$ cat config.mk
export PLATFORM = sky130hd
export DESIGN_NAME = axi_rd_burst_arbiter_flat
export DESIGN_NICKNAME = d
export VERILOG_FILES = /design/src/rtl/axi_rd_burst_arbiter_pkg.sv /design/src/rtl/axi_rd_burst_arbiter_if.sv /design/src/rtl/axi_rd_burst_arbiter_rr_grant_sel.sv /design/src/rtl/axi_rd_burst_arbiter.sv /design/src/flat_wrapper.sv
export SDC_FILE = /design/constraint.sdc
export NUM_CORES = 1
export LEC_CHECK = 0
export ABC_AREA = 1
export CAP_MARGIN = 25
export CORE_UTILIZATION = 40
export DETAILED_ROUTE_END_ITERATION = 8
export PLACE_DENSITY = 0.77
export SLEW_MARGIN = 20
export SYNTH_ARGS = -nofsm -noshare
export SYNTH_HDL_FRONTEND = slang
export SYNTH_SLANG_ARGS = --single-unit
$ cat constraint.sdc
create_clock -name M_AXI_ACLK -period 2 [get_ports M_AXI_ACLK]
set_input_delay 0.5 -clock M_AXI_ACLK [delete_from_list [all_inputs] [get_ports M_AXI_ACLK]]
set_output_delay 0.5 -clock M_AXI_ACLK [all_outputs]
set_load 0.03 [all_outputs]
$ cat src/rtl/axi_rd_burst_arbiter_pkg.sv
// Shared types and constants for the video DDR read path: arbiter FSM states,
// beat counter width and the channel-id width helper.
package video_ddr_pkg;

  typedef enum logic [1:0] {
    IDLE  = 2'd0,
    ISSUE = 2'd1,
    BUSY  = 2'd2
  } arb_state_t;

  // Wide enough for BURST_LEN up to 255; the counter saturates beyond that.
  localparam int unsigned BEAT_CNT_W = 8;

  // CH_ID_W = $clog2(NUM_CH), but never narrower than one bit.
  function automatic int unsigned ch_id_w(input int unsigned num_ch);
    return (num_ch > 1) ? $clog2(num_ch) : 1;
  endfunction

endpackage

$ cat src/rtl/axi_rd_burst_arbiter_if.sv
// Bus bundle between the video readout channels, the arbiter and the AXI4
// read engine. The master modport is the arbiter's view; the slave modport
// is the environment (channels plus engine) facing it.
interface axi_rd_burst_arbiter_if
  import video_ddr_pkg::*;
#(
  parameter int unsigned NUM_CH     = 2,
  parameter int unsigned ADDR_WIDTH = 32
);
  localparam int unsigned CH_ID_W = ch_id_w(NUM_CH);

  logic [NUM_CH-1:0]            s_burst_valid;
  logic [NUM_CH*ADDR_WIDTH-1:0] s_burst_addr;
  logic [NUM_CH-1:0]            s_burst_ready;
  logic                         m_burst_valid;
  logic                         m_burst_ready;
  logic [ADDR_WIDTH-1:0]        m_burst_addr;
  logic [CH_ID_W-1:0]           m_burst_ch;
  logic                         m_rdata_valid;
  logic                         m_rlast;
  logic [NUM_CH-1:0]            ch_wr_en;
  logic                         arb_busy;
  logic                         len_err;
  logic                         timeout_err;

  modport master (
    input  s_burst_valid, s_burst_addr, m_burst_ready, m_rdata_valid, m_rlast,
    output s_burst_ready, m_burst_valid, m_burst_addr, m_burst_ch, ch_wr_en,
           arb_busy, len_err, timeout_err
  );

  modport slave (
    output s_burst_valid, s_burst_addr, m_burst_ready, m_rdata_valid, m_rlast,
    input  s_burst_ready, m_burst_valid, m_burst_addr, m_burst_ch, ch_wr_en,
           arb_busy, len_err, timeout_err
  );

endinterface

$ cat src/rtl/axi_rd_burst_arbiter_rr_grant_sel.sv
// Round-robin one-hot picker: rotate the request vector so that ptr sits at
// bit 0, take the lowest set bit, then rotate the index back.
module rr_grant_sel #(
  parameter int unsigned N    = 2,
  parameter int unsigned ID_W = 1
) (
  input  logic [N-1:0]    req,
  input  logic [ID_W-1:0] ptr,
  output logic [N-1:0]    grant,
  output logic [ID_W-1:0] grant_id
);

  logic [N-1:0] rot_req;

  // Rotate, priority-pick (lowest index wins), rotate back.
  always_comb begin
    // NOTE: every combinational output gets a default first so no path leaves it unassigned (no latch).
    rot_req  = '0;
    grant    = '0;
    grant_id = '0;
    for (int i = 0; i < N; i++) begin
      rot_req[i] = req[(i + int'(ptr)) % N];
    end
    for (int i = N - 1; i >= 0; i--) begin
      if (rot_req[i]) grant_id = ID_W'((i + int'(ptr)) % N);
    end
    if (|req) grant[grant_id] = 1'b1;
  end

endmodule

$ cat src/rtl/axi_rd_burst_arbiter.sv
// Round-robin arbiter sharing one AXI4 burst read engine between NUM_CH
// video readout channels. The owner keeps the engine until its last beat;
// beats are demuxed to the owner's FIFO write enable.
// Optional watchdog: define ARB_WATCHDOG_EN to build the stall counter.
module axi_rd_burst_arbiter
  import video_ddr_pkg::*;
#(
  parameter int unsigned NUM_CH     = 2,
  parameter int unsigned ADDR_WIDTH = 32,
  parameter int unsigned BURST_LEN  = 16
`ifdef ARB_WATCHDOG_EN
  ,
  parameter int unsigned WDT_CYCLES = 4096
`endif
) (
  input  logic                  M_AXI_ACLK,
  input  logic                  M_AXI_ARESETN,
  axi_rd_burst_arbiter_if.master bus
);

  localparam int unsigned CH_ID_W = ch_id_w(NUM_CH);

  arb_state_t              state_q, state_d;
  logic [CH_ID_W-1:0]      rr_ptr_q, rr_ptr_d;
  logic [CH_ID_W-1:0]      ch_q, ch_d;
  logic [ADDR_WIDTH-1:0]   addr_q, addr_d;
  logic [BEAT_CNT_W-1:0]   beat_q, beat_d;
  logic                    len_err_q, len_err_d;
  logic                    timeout_q, timeout_d;
  logic [NUM_CH-1:0]       grant;
  logic [CH_ID_W-1:0]      grant_id;
  logic [NUM_CH-1:0]       s_ready;
  logic [NUM_CH-1:0]       wr_en;
  logic [CH_ID_W-1:0]      next_ptr;

`ifdef ARB_WATCHDOG_EN
  localparam int unsigned WDT_W = $clog2(WDT_CYCLES + 1);
  logic [WDT_W-1:0] wdt_q, wdt_d;
`endif

  rr_grant_sel #(.N(NUM_CH), .ID_W(CH_ID_W)) u_sel (
    .req      (bus.s_burst_valid),
    .ptr      (rr_ptr_q),
    .grant    (grant),
    .grant_id (grant_id)
  );

  // The released owner drops to lowest priority for the next round.
  assign next_ptr = (ch_q == CH_ID_W'(NUM_CH - 1)) ? '0 : ch_q + 1'b1;

  // Next-state, acceptance, beat demux and error flags.
  always_comb begin
    state_d   = state_q;
    rr_ptr_d  = rr_ptr_q;
    ch_d      = ch_q;
    addr_d    = addr_q;
    beat_d    = beat_q;
    len_err_d = len_err_q;
    timeout_d = timeout_q;
    s_ready   = '0;
    wr_en     = '0;
    unique case (state_q)
      IDLE: begin
        if (|bus.s_burst_valid) begin
          s_ready = grant;
          addr_d  = bus.s_burst_addr[int'(grant_id)*ADDR_WIDTH +: ADDR_WIDTH];
          ch_d    = grant_id;
          state_d = ISSUE;
        end
      end
      ISSUE: begin
        if (bus.m_burst_ready) begin
          state_d = BUSY;
          beat_d  = '0;
        end
      end
      BUSY: begin
        if (bus.m_rdata_valid) begin
          wr_en[ch_q] = 1'b1;
          if (beat_q != '1) beat_d = beat_q + 1'b1;
          if (bus.m_rlast) begin
            if ((32'(beat_q) + 32'd1) != 32'(BURST_LEN)) len_err_d = 1'b1;
            state_d  = IDLE;
            rr_ptr_d = next_ptr;
          end
        end
      end
      default: state_d = IDLE;
    endcase
`ifdef ARB_WATCHDOG_EN
    // Stall counter: cleared on every state entry or beat, aborts the owner on expiry.
    wdt_d = '0;
    if ((state_q == ISSUE || state_q == BUSY) && state_d == state_q &&
        !(state_q == BUSY && bus.m_rdata_valid)) begin
      if (wdt_q == WDT_W'(WDT_CYCLES - 1)) begin
        timeout_d = 1'b1;
        state_d   = IDLE;
        rr_ptr_d  = next_ptr;
      end else begin
        wdt_d = wdt_q + 1'b1;
      end
    end
`endif
  end

  // State and datapath registers, all cleared by the asynchronous reset.
  always_ff @(posedge M_AXI_ACLK or negedge M_AXI_ARESETN) begin
    if (!M_AXI_ARESETN) begin
      state_q   <= IDLE;
      rr_ptr_q  <= '0;
      ch_q      <= '0;
      addr_q    <= '0;
      beat_q    <= '0;
      len_err_q <= 1'b0;
      timeout_q <= 1'b0;
    end else begin
      // NOTE: sequential state uses non-blocking assignments so every register samples pre-edge values.
      state_q   <= state_d;
      rr_ptr_q  <= rr_ptr_d;
      ch_q      <= ch_d;
      addr_q    <= addr_d;
      beat_q    <= beat_d;
      len_err_q <= len_err_d;
      timeout_q <= timeout_d;
    end
  end

`ifdef ARB_WATCHDOG_EN
  // Watchdog counter register.
  always_ff @(posedge M_AXI_ACLK or negedge M_AXI_ARESETN) begin
    if (!M_AXI_ARESETN) wdt_q <= '0;
    else                wdt_q <= wdt_d;
  end
  assign bus.timeout_err = timeout_q;
`else
  assign bus.timeout_err = 1'b0;
`endif

  assign bus.s_burst_ready = s_ready;
  assign bus.ch_wr_en      = wr_en;
  assign bus.m_burst_valid = (state_q == ISSUE);
  assign bus.arb_busy      = (state_q != IDLE);
  assign bus.m_burst_addr  = addr_q;
  assign bus.m_burst_ch    = ch_q;
  assign bus.len_err       = len_err_q;

endmodule

$ cat src/flat_wrapper.sv
// flat-port wrapper written by rule: the top's interface ports become plain ports
module axi_rd_burst_arbiter_flat import video_ddr_pkg::*;
#(
  parameter int unsigned NUM_CH     = 2,
  parameter int unsigned ADDR_WIDTH = 32,
  parameter int unsigned BURST_LEN  = 16

)
  (M_AXI_ACLK, M_AXI_ARESETN, bus_s_burst_valid, bus_s_burst_addr, bus_m_burst_ready, bus_m_rdata_valid, bus_m_rlast, bus_s_burst_ready, bus_m_burst_valid, bus_m_burst_addr, bus_m_burst_ch, bus_ch_wr_en, bus_arb_busy, bus_len_err, bus_timeout_err);
  axi_rd_burst_arbiter_if #(.NUM_CH(NUM_CH), .ADDR_WIDTH(ADDR_WIDTH)) bus_i ();
  input  logic M_AXI_ACLK;
  input  logic M_AXI_ARESETN;
  input wire logic [$bits(bus_i.s_burst_valid)-1:0] bus_s_burst_valid;
  input wire logic [$bits(bus_i.s_burst_addr)-1:0] bus_s_burst_addr;
  input wire logic [$bits(bus_i.m_burst_ready)-1:0] bus_m_burst_ready;
  input wire logic [$bits(bus_i.m_rdata_valid)-1:0] bus_m_rdata_valid;
  input wire logic [$bits(bus_i.m_rlast)-1:0] bus_m_rlast;
  output wire logic [$bits(bus_i.s_burst_ready)-1:0] bus_s_burst_ready;
  output wire logic [$bits(bus_i.m_burst_valid)-1:0] bus_m_burst_valid;
  output wire logic [$bits(bus_i.m_burst_addr)-1:0] bus_m_burst_addr;
  output wire logic [$bits(bus_i.m_burst_ch)-1:0] bus_m_burst_ch;
  output wire logic [$bits(bus_i.ch_wr_en)-1:0] bus_ch_wr_en;
  output wire logic [$bits(bus_i.arb_busy)-1:0] bus_arb_busy;
  output wire logic [$bits(bus_i.len_err)-1:0] bus_len_err;
  output wire logic [$bits(bus_i.timeout_err)-1:0] bus_timeout_err;
  assign bus_i.s_burst_valid = bus_s_burst_valid;
  assign bus_i.s_burst_addr = bus_s_burst_addr;
  assign bus_i.m_burst_ready = bus_m_burst_ready;
  assign bus_i.m_rdata_valid = bus_m_rdata_valid;
  assign bus_i.m_rlast = bus_m_rlast;
  assign bus_s_burst_ready = bus_i.s_burst_ready;
  assign bus_m_burst_valid = bus_i.m_burst_valid;
  assign bus_m_burst_addr = bus_i.m_burst_addr;
  assign bus_m_burst_ch = bus_i.m_burst_ch;
  assign bus_ch_wr_en = bus_i.ch_wr_en;
  assign bus_arb_busy = bus_i.arb_busy;
  assign bus_len_err = bus_i.len_err;
  assign bus_timeout_err = bus_i.timeout_err;
  axi_rd_burst_arbiter #(.NUM_CH(NUM_CH), .ADDR_WIDTH(ADDR_WIDTH), .BURST_LEN(BURST_LEN)) u_core (.M_AXI_ACLK(M_AXI_ACLK), .M_AXI_ARESETN(M_AXI_ARESETN), .bus(bus_i));
endmodule
==> metrics.txt <==
port bufs=110; H-tree level count=2; CTS Buf Count=5; vias in the first global route=2,155; WL final=5.93 mm; Fill cells=454; CP startpoint kind=primary input; Worst-path clk slew=0.09 ns; kind of critical path=primary input to output pin; Hold Path Class=primary input to asynchronous set/reset pin; clock sink count=45; PD cells=1410 nW/um2; Peak Freq=512 MHz; Max VDD drop=830 uV; first-pass GRT wire length=9.75 mm; syn_area_per_cell=7.83 um2; Vias=2,239; Area Growth Syn to Fin=58.6%; DP Wirelength=4.31 mm; # rows=26; Clock Skews=0.00588 ns; Crit path max-delay family=buffers and inverters; Pre-antenna DRT Iters=4; Leak Pwr=0.00162 uW; drt drc=0; Layout Cells excl Fill=465; reg-to-reg slack, setup=0.44 ns; cts hold-fix bufs=0; # IOs=112; max-slew violations=0; WP data required=1.50 ns; CP max stage cell=clkdlybuf4s50_1; CTS tree=done; ANT cells=0; Post-synth EDFFs=0; antenna violations before repair=0; minimum clock period=1.95 ns; Max FO, Critical Path=3; CTS root buffer=clkbuf_8; Final period util=97.7%; total global routing overflow=0; commonest non-fill, non-tap cell in the layout=nand2_1; critical path cell sequence=clkdlybuf4s50_1 -> inv_2 -> nor2_4 -> inv_1 -> nor2_1 -> buf_4; Synth Register Bits=45; most frequent cells in the layout=nand2_1 (129), clkdlybuf4s50_1 (102), dfrtp_1 (45), nand3_1 (38), inv_1 (18); CP endpoint kind=output pin; run status=completed; DR WL/cell=12.7 um; worst path arrival time=1.45 ns; Top FF cell, synth=dfrtp_1; end of the worst register-to-register path=u_core.bus.m_burst_addr[5]; synth warn=0; R2R cell count=7; GRT Util Overall=21.1%; Die Span Y=76.0 um; Post-Syn Instances=280; RSZ-0062 raised after global routing=false; Multi-input gate area=907 um2; Clock Path Buffers=2; Initial Util=42.1%; DRT antenna net count=0; endpoints failing setup=0; cell area after synthesis=2190 um2; final hold violations=0; Placement Cell Area=3330 um2; Netlist cell types=22; Die X=76.0 um; Synth Net Count=353; register area share after synthesis=51.4%; Maximum Capacitance Violations=0; Sequential cell area=1130 um2; first-iteration detailed-routing DRC count=64; worst-margin pin slew=0.564 ns; worst r2r src=u_core.state_q[1]; placer congestion estimate=0.828; fin area=3480 um2; Core Box Area=5200 um2; largest net degree at the start of global routing=46; normalized max-slew margin=62.4%; DP Cell Count=456; layout cells sized above 1=8.35%; DR vias/cell=4.82; crit-path max cell delay=0.47 ns; nets=467; Skew-Pair Late Insertion Delay=0.30 ns; async set-reset flop share out of synthesis=100%; CP Buf/Inv Count=4; Die Area=5780 um2
[layer usage]
layer	wire length [um]	track usage (%)
met3	568	8.26
met4	115	7.31
met2	2810	35.8
met5	0	0
met1	2430	24.3
[flip-flops by register name, summed over array words and instances (netlist names)]
| register | count |
|---|---|
| u_core.bus.len_err | 1 |
| u_core.rr_ptr_q | 1 |
| u_core.bus.m_burst_addr | 32 |
| u_core.state_q | 2 |
| u_core.bus.m_burst_ch | 1 |
| u_core.beat_q | 8 |
[timing repair]
item,in CTS,in global routing
setup buffers,0,1
pin swaps,0,2
resized for setup,6,3
setup endpoints to repair,5,4
[Yosys cell counts (all sizes together), types with 2 or more instances]
cell | n | area, um2
buf | 10 | 90.1
clkinv | 2 | 10.0
dfrtp | 45 | 1130
ha | 2 | 25.0
inv | 19 | 71.3
nand2 | 132 | 500
nand3 | 40 | 210
nand4 | 2 | 12.5
nor2 | 12 | 55.1
o21ai | 10 | 50.1
[cell type report]
type                    count  share of cell area, %
flip-flops and latches     45                   32.4
inverters                  21                   2.34
repair buffers            117                   33.2
clock inverters             2                   1.08
clock buffers               6                   2.37
well taps                  70                   2.52
multi-input cells         204                   26.1
[worst max-delay path by stage]
stage / slack, ns / cells after the start / end / start
floorplan: 0.31 / 4 / bus_ch_wr_en[0] / bus_m_rdata_valid
global placement: -0.1 / 6 / bus_ch_wr_en[1] / bus_m_rdata_valid
detailed placement: -0.1 / 6 / bus_ch_wr_en[1] / bus_m_rdata_valid
CTS: 0.003 / 6 / bus_ch_wr_en[1] / bus_m_rdata_valid
global route: 0.005 / 6 / bus_ch_wr_en[1] / bus_m_rdata_valid
finish: 0.05 / 6 / bus_ch_wr_en[1] / bus_m_rdata_valid
[worst reg2reg max path, stage by stage (launching register included)]
cell,delay (ns)
dfrtp_1,0.42
or2_4,0.26
nor2_4,0.14
nand3_2,0.09
clkinv_2,0.06
buf_4,0.31
nand2_1,0.13
nand3_1,0.08
[power by group]
group / switching [uW] / total (uW) / leakage, uW / internal [uW]
Clock: 311 / 717 / 0.0000574 / 406
Combinational: 1570 / 2660 / 0.000993 / 1090
Sequential: 234 / 1510 / 0.000565 / 1280
Total: 2120 / 4890 / 0.00162 / 2780
[stage by stage]
step / hold slack (ns) / power [uW] / setup WS [ns] / util, % / setup TNS [ns]
2_1_floorplan: 0.204 / 3070 / 0.315 / - / 0
6_report: 0.287 / 4890 / 0.0465 / 66.8 / 0
4_1_cts: 0.295 / 4920 / 0.00299 / 66.5 / 0
3_3_place_gp: 0.446 / 4140 / -0.0957 / 64.0 / -0.217
5_1_grt: 0.320 / 5190 / 0.00461 / 66.8 / 0
3_5_place_dp: 0.451 / 4190 / -0.0989 / 64.0 / -0.236
[cells by family after synthesis]
kind of cell / count (synthesis) / synth area share, %
AOI/OAI and AO/OA: 13 / 3.25
buffers and inverters: 31 / 7.82
other: 1 / 0.171
and+or+nand+nor: 188 / 36.2
DFF: 45 / 51.4
adders and majority gates: 2 / 1.14
No activity file was read; power rests on OpenSTA's default activity.
